==> src/rtl/mem_ctrl_pkg.sv <==
// Shared encodings for the memory controller: access sizes, FSM states, byte enables.
package mem_ctrl_pkg;

    // Access size encodings carried on req_size
    localparam logic [1:0] SizeByte = 2'b00;
    localparam logic [1:0] SizeHalf = 2'b01;
    localparam logic [1:0] SizeWord = 2'b10;
    localparam logic [1:0] SizeBad  = 2'b11;

    // Byte-enable constants; BeNone marks a read strobe
    localparam logic [3:0] BeNone  = 4'b0000;
    localparam logic [3:0] BeByte0 = 4'b0001;
    localparam logic [3:0] BeLo    = 4'b0011;
    localparam logic [3:0] BeHi    = 4'b1100;
    localparam logic [3:0] BeAll   = 4'b1111;

    typedef enum logic [2:0] {
        StIdle,
        StWr,
        StRdIssue,
        StRdWait,
        StResp,
        StErr
    } state_e;

    // Byte enables for a store of the given size at the given byte lane
    function automatic logic [3:0] store_be(input logic [1:0] size, input logic [1:0] lane);
        logic [3:0] be;
        case (size)
            SizeByte: be = BeByte0 << lane;
            SizeHalf: be = lane[1] ? BeHi : BeLo;
            default:  be = BeAll;
        endcase
        return be;
    endfunction

    // Right-justified store data replicated across every lane
    function automatic logic [31:0] store_data(input logic [1:0] size, input logic [31:0] wdata);
        logic [31:0] d;
        case (size)
            SizeByte: d = {4{wdata[7:0]}};
            SizeHalf: d = {2{wdata[15:0]}};
            default:  d = wdata;
        endcase
        return d;
    endfunction

endpackage

==> src/rtl/mem_ctrl_load_align.sv <==
// Picks the addressed byte/half/word out of an SRAM word and zero/sign-extends it.
module load_align
    import mem_ctrl_pkg::*;
(
    input  logic [31:0] word_i,
    input  logic [1:0]  addr_i,
    input  logic [1:0]  size_i,
    input  logic        signed_i,
    output logic [31:0] value_o
);

    logic [7:0]  byte_v;
    logic [15:0] half_v;

    // Lane select followed by extension; word loads pass straight through
    always_comb begin
        byte_v  = word_i[{addr_i, 3'b000} +: 8];
        half_v  = addr_i[1] ? word_i[31:16] : word_i[15:0];
        value_o = word_i;
        case (size_i)
            SizeByte: value_o = {{24{signed_i & byte_v[7]}}, byte_v};
            SizeHalf: value_o = {{16{signed_i & half_v[15]}}, half_v};
            default:  value_o = word_i;
        endcase
    end

endmodule

==> src/rtl/mem_ctrl.sv <==
// Single-outstanding load/store controller between a core request port and a
// synchronous single-port SRAM with one-cycle read latency.
module mem_ctrl
    import mem_ctrl_pkg::*;
#(
    parameter int unsigned MEM_WORDS = 3072,
    parameter int unsigned WADDR_W   = 12
) (
    input  logic               clk,
    input  logic               rst,
    input  logic               req_valid,
    output logic               req_ready,
    input  logic               req_we,
    input  logic [1:0]         req_size,
    input  logic               req_signed,
    input  logic [31:0]        req_addr,
    input  logic [31:0]        req_wdata,
    output logic               rsp_valid,
    output logic               rsp_err,
    output logic [31:0]        rsp_rdata,
    output logic               sram_en,
    output logic [3:0]         sram_be,
    output logic [WADDR_W-1:0] sram_addr,
    output logic [31:0]        sram_wdata,
    input  logic [31:0]        sram_rdata
);

    state_e             state_q, state_d;
    logic               we_q, we_d;
    logic [1:0]         size_q, size_d;
    logic               signed_q, signed_d;
    logic [WADDR_W+1:0] addr_q, addr_d;
    logic [31:0]        wdata_q, wdata_d;
    logic [31:0]        rdata_q, rdata_d;
    logic [31:0]        load_value;
    logic               illegal;

    load_align u_load_align (
        .word_i   (sram_rdata),
        .addr_i   (addr_q[1:0]),
        .size_i   (size_q),
        .signed_i (signed_q),
        .value_o  (load_value)
    );

    // Classify the request currently on the port; only consulted at the handshake
    always_comb begin
        illegal = 1'b0;
        if (req_size == SizeBad) illegal = 1'b1;
        if (req_size == SizeHalf && req_addr[0]) illegal = 1'b1;
        if (req_size == SizeWord && req_addr[1:0] != 2'b00) illegal = 1'b1;
        if (req_addr[31:2] >= 30'(MEM_WORDS)) illegal = 1'b1;
    end

    // Next-state, request capture and all port outputs
    always_comb begin
        state_d    = state_q;
        we_d       = we_q;
        size_d     = size_q;
        signed_d   = signed_q;
        addr_d     = addr_q;
        wdata_d    = wdata_q;
        rdata_d    = rdata_q;
        req_ready  = 1'b0;
        rsp_valid  = 1'b0;
        rsp_err    = 1'b0;
        sram_en    = 1'b0;
        sram_be    = BeNone;
        sram_addr  = '0;
        sram_wdata = '0;

        unique case (state_q)
            StIdle: begin
                req_ready = 1'b1;
                if (req_valid) begin
                    we_d     = req_we;
                    size_d   = req_size;
                    signed_d = req_signed;
                    addr_d   = req_addr[WADDR_W+1:0];
                    wdata_d  = req_wdata;
                    if (illegal) begin
                        state_d = StErr;
                        rdata_d = '0;
                    end else if (req_we) begin
                        state_d = StWr;
                    end else begin
                        state_d = StRdIssue;
                    end
                end
            end
            StWr: begin
                sram_en    = 1'b1;
                sram_be    = store_be(size_q, addr_q[1:0]);
                sram_addr  = addr_q[WADDR_W+1:2];
                sram_wdata = store_data(size_q, wdata_q);
                // Store responses carry zero read data
                rdata_d    = '0;
                state_d    = StResp;
            end
            StRdIssue: begin
                sram_en   = 1'b1;
                sram_addr = addr_q[WADDR_W+1:2];
                state_d   = StRdWait;
            end
            StRdWait: begin
                rdata_d = load_value;
                state_d = StResp;
            end
            StResp: begin
                rsp_valid = 1'b1;
                state_d   = StIdle;
            end
            StErr: begin
                rsp_valid = 1'b1;
                rsp_err   = 1'b1;
                state_d   = StIdle;
            end
            default: state_d = StIdle;
        endcase

        rsp_rdata = rdata_q;
    end

    // State and latched request registers
    always_ff @(posedge clk or negedge rst) begin
        if (!rst) begin
            state_q  <= StIdle;
            we_q     <= 1'b0;
            size_q   <= SizeByte;
            signed_q <= 1'b0;
            addr_q   <= '0;
            wdata_q  <= '0;
            rdata_q  <= '0;
        end else begin
            state_q  <= state_d;
            we_q     <= we_d;
            size_q   <= size_d;
            signed_q <= signed_d;
            addr_q   <= addr_d;
            wdata_q  <= wdata_d;
            rdata_q  <= rdata_d;
        end
    end

endmodule
==> config.mk <==
export PLATFORM = sky130hd
export DESIGN_NAME = mem_ctrl
export DESIGN_NICKNAME = d
export VERILOG_FILES = /design/src/rtl/mem_ctrl_pkg.sv /design/src/rtl/mem_ctrl_load_align.sv /design/src/rtl/mem_ctrl.sv
export SDC_FILE = /design/constraint.sdc
export NUM_CORES = 1
export LEC_CHECK = 0
export CAP_MARGIN = 20
export CORE_MARGIN = 5
export CORE_UTILIZATION = 55
export DETAILED_ROUTE_END_ITERATION = 10
export DONT_BUFFER_PORTS = 1
export HOLD_SLACK_MARGIN = 0.02
export PLACE_DENSITY = 0.7
export SYNTH_ARGS = -nofsm -noshare
export SYNTH_HDL_FRONTEND = slang
export SYNTH_SLANG_ARGS = --single-unit
export TNS_END_PERCENT = 30
==> constraint.sdc <==
create_clock -name clk -period 1.9 [get_ports clk]
set_clock_uncertainty 0.1 [all_clocks]
set_input_delay 0.285 -clock clk [delete_from_list [all_inputs] [get_ports clk]]
set_output_delay 0.285 -clock clk [all_outputs]
set_load 0.01 [all_outputs]
== Yosys cells after proc, flatten, opt, wreduce, memory -nomap -nowiden ==
Index checks and enable logic that the tools add are counted.
Word-level totals
  output and inout bits: 84
  register bits: 84
  logic and storage cells: 56
  bits of input ports: 103
Operators by class
  order comparisons: 1
  muxes and demuxes: 23
  equal/unequal tests: 11
  bitwise operators: 2
  reduce and logical (&&, ||, !) cells: 11
  shift-type cells: 2
Operators by type and width (number)
  one-hot mux 32 bit (2 select lines): 2
  two-way mux 32 bit: 3
  one-hot mux 32 bit (3 select lines): 1
  indexed part select 32 x 6 -> 8 bit: 1
  >= comparator 30 x 12 -> 1 bit (second input constant): 1
  two-way mux 16 bit: 1
  two-way mux 12 bit: 1
  one-hot mux 3 bit (3 select lines): 1
  two-way mux 1 bit: 8
  two-way mux 4 bit: 2
  one-hot mux 4 bit (2 select lines): 1
  equality test 3 x 2 -> 1 bit (second input constant): 2
  equality test 3 bit (second input constant): 2
  two-way mux 3 bit: 2
  OR reduction 2 bit: 3
  equality test 2 x 1 -> 1 bit (second input constant): 2
  equality test 2 bit (second input constant): 2
  != test 2 bit (second input constant): 2
  << shifter 1 x 2 -> 4 bit (first input constant): 1
  equality test 3 x 1 -> 1 bit (second input constant): 1
  logical NOT 3 bit: 1
  AND reduction 3 bit: 1
  nonzero test 3 bit: 1
  AND 1 bit: 2
  other kinds (5): 6

== Logic depth before layout (Yosys ltp) ==
Gate-level depths: netlist of the first run.
  word-level depth: 8
  mapped depth: 6
  mapped depth without buffers: 4

== Cells and area by module ==
Synthesis of the first run repeated with hierarchy kept, for this count alone.
Unflattened totals
  cells, all modules: 516
  area, all modules: 4693.3 um2
Modules (own cells, without submodules)
  mem_ctrl: times used 1, cells each 393, seq. area each 2102.0 um2, area each 3987.6 um2
  load_align: times used 1, cells each 123, seq. area each 0.0 um2, area each 705.7 um2

== Worst setup path after synthesis of the first run ==
Ideal clock, no wire load.
  path kind: register to output
  from: register state_q[2]
  to: output port sram_be[1]
  path slack: 169 ps
  buffers on the path: 2
  arrival time: 1346 ps
  stages on the path, launching flop included: 6
  required time: 1515 ps
  path through: dfrtp_1 -> and2b_1 -> buf_2 -> nand2_2 -> buf_2 -> a21oi_1
On the way
  word-level cells in the longest chain between the ends: 2
RTL lines
  start: declaration: line mem_ctrl.sv:28  | state_e state_q, state_d;
  start signal: assignment: line mem_ctrl.sv:127  | state_q <= StIdle;
  start signal: assignment: line mem_ctrl.sv:135  | state_q <= state_d;
  equality test 3 x 1 -> 1 bit: line mem_ctrl.sv:72  | unique case (state_q)
  two-way mux 4 bit: line mem_ctrl.sv:72
  end: declaration: line mem_ctrl.sv:22  | output logic [3:0] sram_be,
Every way passes these cells.

== Worst setup path in the final report of the first run ==
  from: register state_q[2]
  to: output port sram_wdata[29]
On the way
  word-level cells in the longest chain between the ends: 2
RTL lines
  equality test 3 x 1 -> 1 bit: line mem_ctrl.sv:72
  two-way mux 32 bit: line mem_ctrl.sv:72
  end: declaration: line mem_ctrl.sv:24  | output logic [31:0] sram_wdata,
Every way passes these cells.

==> results_dict.tcl, run 1 <==
set metrics [dict create \
    outcome "finished with violations" \
    violations "negative hold slack" \
    slew_headroom 0.677 \
    numCtsBuffers 9 \
    yosys_register_bits 84 \
    yosysWarningCount 0 \
    rsz0062_at_grt "yes" \
    synth_top_area_share 0.464 \
    synth.cell_area_mm2 0.00453 \
    regToRegStartpoint "state_q[2]$_DFFE_PN0P_" \
    drc_errors 0 \
    worstSetupPathDepth 4 \
    min_period_ns 1.90 \
    syn-instance-count 425 \
    worstPathArrival_ns 1.51 \
    max_freq_mhz 527 \
    finalCritPeriodShare 1.00 \
    max_stage_delay_ns 0.41 \
    synthDistinctLibCells 46 \
    areaGrowthSynthToFinish_pct 29.1 \
    worstSkewPairLatency_ns 0.34 \
    clk_pin_slew_worst_paths_ns 0.09 \
    critPathLaunch "state_q[2]$_DFFE_PN0P_" \
    design_area_mm2 0.00585 \
    p_per_area_mw_per_mm2 1430 \
    crit_type "reg -> out" \
    startpoint_type "register" \
    synth_enable_flop_cells 0 \
    cp_num_buf_inv 1 \
    dpl.hpwl_mm 8.98 \
    timing.hold.ws_ns -0.480 \
    ir_worst_vdd_v 0.000853 \
    grt_overflow 0 \
    postCtsHoldBufs 64 \
    drtIter0Drc 160 \
    start_util 0.557 \
    grt_pass1_wl_mm 21.1 \
    final_antenna_net_count 0 \
    root_buffer "clkbuf_8" \
    power_uw 8370 \
    synth_common_cells "84 x dfrtp_1, 47 x mux2_2, 46 x nor2_1" \
    nNetsFinal 606 \
    first_global_vias 4135 \
    firstDrtPassIters 4 \
    p_leak_uw 0.00246 \
    ys_seq_area_frac 0.464 \
    r2r_setup_slack_ns 0.08 \
    core_mm2 0.00813 \
    cts_buffer_depth 2 \
    crit_required_ns 1.51 \
    vias_per_cell 6.12 \
    cp_top_family "simple AND/OR/NAND/NOR gates" \
    io_buffers 0 \
    hp-class "in -> async" \
    tightest_slew_ns 0.482 \
    gp_congestion 0.887 \
    num_io_pins 187 \
    cp_cell_sequence "and2b_2, nand2_4, clkbuf_16, nor2_1" \
    wl_per_cell_um 21.6 \
    drive_gt1_frac 0.285 \
    cts_max_level 3 \
    grt_max_degree 85 \
    num_vias 3750 \
    antenna_found_initial 0 \
    synth_flop_cell "dfrtp_1" \
    die_x_um 101 \
    end_kind "primary output" \
    endpoint "sram_wdata[29]" \
    syn_nets 528 \
    cts_sinks 84 \
    async_flop_share 1.00 \
    crit_path_top_delay_cell "dfrtp_2" \
    rows 33 \
    syn_avg_cell_area_um2 10.7 \
    diodes 0 \
    r2r-end "wdata_q[21]$_DFFE_PN0P_" \
    setup_violations 0 \
    ff2ff_path_depth 5 \
    routed_wl_mm 13.2 \
    yosysMostFrequentCell "dfrtp_1" \
    cap_violations 0 \
    crit_fanout 14 \
    yosysTopAreaCell "dfrtp_1" \
    grtUsageTotal 0.263 \
    synth.area.top_cells "dfrtp_1 46%, mux2_2 12%, o2bb2ai_1 5.2%" \
    hold_violations 84 \
    setup_ws_ns 0.000724 \
    nFillCells 561 \
    fp.dieH_um 101 \
    cts_tree "built" \
    dieArea_mm2 0.0101 \
    maxSlewViolCount 0 \
    setup_tns_ns 0 \
    dpl-instance-area_mm2 0.00471 \
    dp_worst_setup_slack_ns 0.0992 \
]
==> metal layers <==
metal	up-vias	global-route usage	share of wire
met2	171	0.437	0.49
met3	24	0.0824	0.099
met5	-	0	0
met4	0	0.103	0.024
met1	1856	0.317	0.38
li1	1699	-	-
==> worst min-delay path by stage <==
stage               start                         to  slack [ns]  cells after the start
global route          rst  rsp_rdata[25]$_DFFE_PN0P_       -0.50                      0
CTS                   rst     addr_q[10]$_DFFE_PN0P_       -0.49                      0
finish                rst  rsp_rdata[17]$_DFFE_PN0P_       -0.48                      0
global placement      rst  rsp_rdata[25]$_DFFE_PN0P_       -0.11                      0
floorplan             rst      addr_q[0]$_DFFE_PN0P_       -0.11                      0
detailed placement    rst  rsp_rdata[25]$_DFFE_PN0P_       -0.11                      0
==> power by group <==
part	switching [µW]	internal, µW
Clock	668	650
Combinational	2200	2000
Sequential	494	2350
Total	3360	5000
==> through the flow <==
stage               std cells  utilization
finish                    613        0.719
global route              613        0.719
CTS                       605        0.691
detailed placement        524        0.579
global placement          524        0.579
floorplan                 425            -
==> cell families (layout without fill, tap and decap cells) <==
kind of cell,after synthesis,count (layout),synth area share
XOR/XNOR,1,1,0.00193
AO/OA/AOI/OAI,108,108,0.179
multiplexers,71,71,0.173
AND/OR/NAND/NOR,124,124,0.135
flip-flops,84,84,0.464
buffers and inverters,37,120,0.0475
==> worst reg2reg max path, stage by stage (launching register included) <==
cell	delay (ns)
dfrtp_2	0.41
buf_4	0.16
nor3_2	0.19
and2_2	0.27
buf_12	0.21
mux2_2	0.37
==> state kept, by name, indices dropped and copies added, names as in the netlist <==
signal / flops
addr_q: 14
rsp_rdata: 32
signed_q: 1
size_q: 2
state_q: 3
wdata_q: 32
==> layout make-up <==
cell class                      count  area (µm²)  area share
Clock buffer                       11         141      0.0242
Tap cell                          105         131      0.0225
Multi-Input combinational cell    304        2360       0.403
Timing Repair Buffer               98        1020       0.175
Sequential cell                    84        2110       0.361
Inverter                            6        22.5     0.00385
Clock inverter                      5        61.3      0.0105
==> placed cells by master (no fill, tap or decap), drive strengths merged, types with 5 or more instances in the layout <==
master / count
a21oi: 29
a22o: 12
a22oi: 5
and2: 15
and3: 8
buf: 32
clkbuf: 13
dfrtp: 84
dlygate4sd3: 64
inv: 6
mux2: 47
mux2i: 23
nand2: 29
nor2: 46
nor2b: 7
nor4: 5
o211ai: 8
o21ai: 10
o2bb2ai: 27
==> repair_timing <==
| action | in CTS | in global routing |
|---|---|---|
| gates cloned | 0 | 2 |
| setup buffers | 1 | 6 |
| pin swaps | 1 | 3 |
| gates resized for setup | 22 | 32 |
| hold endpoints to repair | 148 | 84 |
| endpoints found under the setup margin | 40 | 64 |
Power figures use the tool's default switching activity.
==> inputs of run 2 (changes only) <==
- ABC_AREA: default -> 1
- TNS_END_PERCENT: 30 -> 5
==> run 2 against run 1 <==
The run ends with negative hold slack, negative setup slack left. Sequential share of layout area is 0.68 points higher. Cell count is 23% higher. Critical path depth is 3 higher. Critical endpoint is now sram_wdata[15]. Count of clock-buffer cells in the layout stayed put. Highest routed layer unchanged.
==> results_dict.tcl, run 2 <==
set metrics [dict create \
    grt_max_degree 85 \
    worstSkewPairLatency_ns 0.36 \
    r2r_setup_slack_ns 0.13 \
    setup_tns_ns -3.77 \
    layout_commonest_cell "nand2_1" \
    rsz0062_at_grt "yes" \
    layout_common_cells "140 x nand2_1, 84 x dfrtp_1, 74 x nor2_1" \
    first_global_vias 4416 \
    nFillCells 581 \
    cts_sinks 84 \
    final_util 0.736 \
    grt_overflow 0 \
    yosysMostFrequentCell "nand2_1" \
    syn_nets 676 \
    setup_violations 39 \
    slew_headroom 0.751 \
    seqCellArea_mm2 0.00210 \
    synth.cell_area_mm2 0.00443 \
    wl_per_cell_um 19.6 \
    antenna_found_initial 0 \
    setup_ws_ns -0.182 \
    grtUsageTotal 0.285 \
    synthDistinctLibCells 29 \
    p_leak_uw 0.00286 \
    drtIter0Drc 211 \
    timing.hold.ws_ns -0.490 \
    finalCritPeriodShare 1.10 \
    dpl.hpwl_mm 9.46 \
    synth.area.top_cells "dfrtp_1 47%, nand2_1 12%, nor2_1 9.1%" \
    numCtsBuffers 9 \
    cap_violations 0 \
    nNetsFinal 750 \
    p_per_area_mw_per_mm2 1510 \
    synth_top_area_share 0.475 \
    start_util 0.570 \
    min_period_ns 2.08 \
    rows 32 \
    syn_avg_cell_area_um2 7.73 \
    firstDrtPassIters 5 \
    postCtsHoldBufs 49 \
    maxSlewViolCount 0 \
    yosys_register_bits 84 \
    async_flop_share 1.00 \
    grt_pass1_wl_mm 22.2 \
    crit_type "reg -> out" \
    ys_seq_area_frac 0.475 \
    die_x_um 99.7 \
    startpoint_type "register" \
    cts_tree "built" \
    max_freq_mhz 480 \
    outcome "finished with violations" \
    cts_buffer_depth 2 \
    dieArea_mm2 0.00994 \
    drive_gt1_frac 0.215 \
    core_mm2 0.00777 \
    routed_wl_mm 14.8 \
    num_io_pins 187 \
    synth_common_cells "143 x nand2_1, 107 x nor2_1, 84 x dfrtp_1" \
    gp_congestion 0.952 \
    tightest_slew_ns 0.373 \
    root_buffer "clkbuf_8" \
    yosysWarningCount 0 \
    io_buffers 0 \
    synth_flop_cell "dfrtp_1" \
    synth_enable_flop_cells 0 \
    hold_violations 84 \
    crit_fanout 6 \
    syn-instance-count 573 \
    vias_per_cell 5.66 \
    hp-class "in -> async" \
    end_kind "primary output" \
    yosysTopAreaCell "dfrtp_1" \
    drc_errors 0 \
    multi_input_area_mm2 0.00218 \
    diodes 0 \
    fp.dieH_um 99.7 \
    clk_pin_slew_worst_paths_ns 0.09 \
    ir_worst_vdd_v 0.000940 \
    violations "negative hold slack, negative setup slack" \
    crit_required_ns 1.51 \
    final_antenna_net_count 0 \
    cts_max_level 3 \
    dp_worst_setup_slack_ns 0.0119 \
    worstPathArrival_ns 1.70 \
    areaGrowthSynthToFinish_pct 29.1 \
    num_vias 4268 \
]
==> run 2: cell types whose count changed after synthesis, moves of 8 or more <==
cell | before | now
mux2_2 | 47 | 25
a22o_1 | 12 | 0
nand2_1 | 28 | 143
and2_1 | 14 | 0
o2bb2ai_1 | 27 | 0
inv_1 | 6 | 61
mux2i_1 | 23 | 0
and3_1 | 8 | 0
o22ai_1 | 2 | 12
nand3_1 | 1 | 35
o21ai_0 | 10 | 23
nor2_1 | 46 | 107
==> run 2: worst paths after layout <==
check,startpoint,end,cells past startpoint
max reg2reg,size_q[1]$_DFFE_PN0P_,rsp_rdata[4]$_DFFE_PN0P_,10
min in group clk,req_we,state_q[1]$_DFFE_PN0P_,3
max in group asynchronous,rst,rsp_rdata[21]$_DFFE_PN0P_,0
min reg2reg,wdata_q[24]$_DFFE_PN0P_,wdata_q[24]$_DFFE_PN0P_,1
max,size_q[1]$_DFFE_PN0P_,sram_wdata[15],7
min,rst,rsp_rdata[2]$_DFFE_PN0P_,0
==> run 2: final cells by class <==
| class | instances | share of cell area |
|---|---|---|
| sequential | 84 | 0.368 |
| timing repair buffer | 88 | 0.147 |
| tap | 102 | 0.0223 |
| timing repair inverter | 1 | 0.000875 |
| clock inverter | 5 | 0.0147 |
| multi-input combinational | 400 | 0.381 |
| clock buffer | 11 | 0.0230 |
| inverter | 63 | 0.0431 |
==> run 2: timing repair <==
action / in CTS / in global routing
gates cloned: 1 / 0
setup buffers: 6 / 1
pin swaps: 4 / 9
hold endpoints to repair: 133 / 84
gates resized for setup: 47 / 33
endpoints found under the setup margin: 49 / 49
==> run 2: worst max-delay path: stages, from the launching register on <==
cell,delay [ns]
dfrtp_1,0.39
buf_6,0.12
buf_4,0.14
inv_1,0.12
buf_4,0.17
nor2_1,0.06
nor3_2,0.18
buf_4,0.15
==> run 2: routing by layer <==
| layer | GRT usage | vias to the layer above | part of all wire |
|---|---|---|---|
| met2 | 0.496 | 225 | 0.52 |
| met3 | 0.0842 | 40 | 0.10 |
| li1 | - | 1956 | - |
| met5 | 0 | - | 0 |
| met4 | 0.123 | 0 | 0.031 |
| met1 | 0.323 | 2047 | 0.35 |
==> run 2: metrics by stage <==
stage / total power [µW] / std cells / area, µm² / hold slack (ns)
2_1_floorplan: 5190 / 573 / 4430 / -0.111
3_3_place_gp: 6080 / 681 / 4680 / -0.109
3_5_place_dp: 6200 / 681 / 4680 / -0.108
4_1_cts: 8090 / 753 / 5600 / -0.492
5_1_grt: 9100 / 754 / 5720 / -0.505
6_report: 8610 / 754 / 5720 / -0.490
==> run 2: power breakdown <==
| group | leakage (µW) | internal (µW) | switching (µW) |
|---|---|---|---|
| logic | 0.00172 | 1650 | 2830 |
| clock network | 0.000100 | 747 | 679 |
| registers | 0.00104 | 2320 | 379 |
| total | 0.00286 | 4720 | 3890 |
==> run 2: kinds of logic (layout without fill, tap and decap cells) <==
logic type             Yosys count  after routing  synth area share
flip-flops                      84             84             0.475
AO/OA/AOI/OAI                   78             78            0.0958
buffers and inverters           89            168            0.0893
multiplexers                    25             25            0.0636
AND/OR/NAND/NOR                297            297             0.276
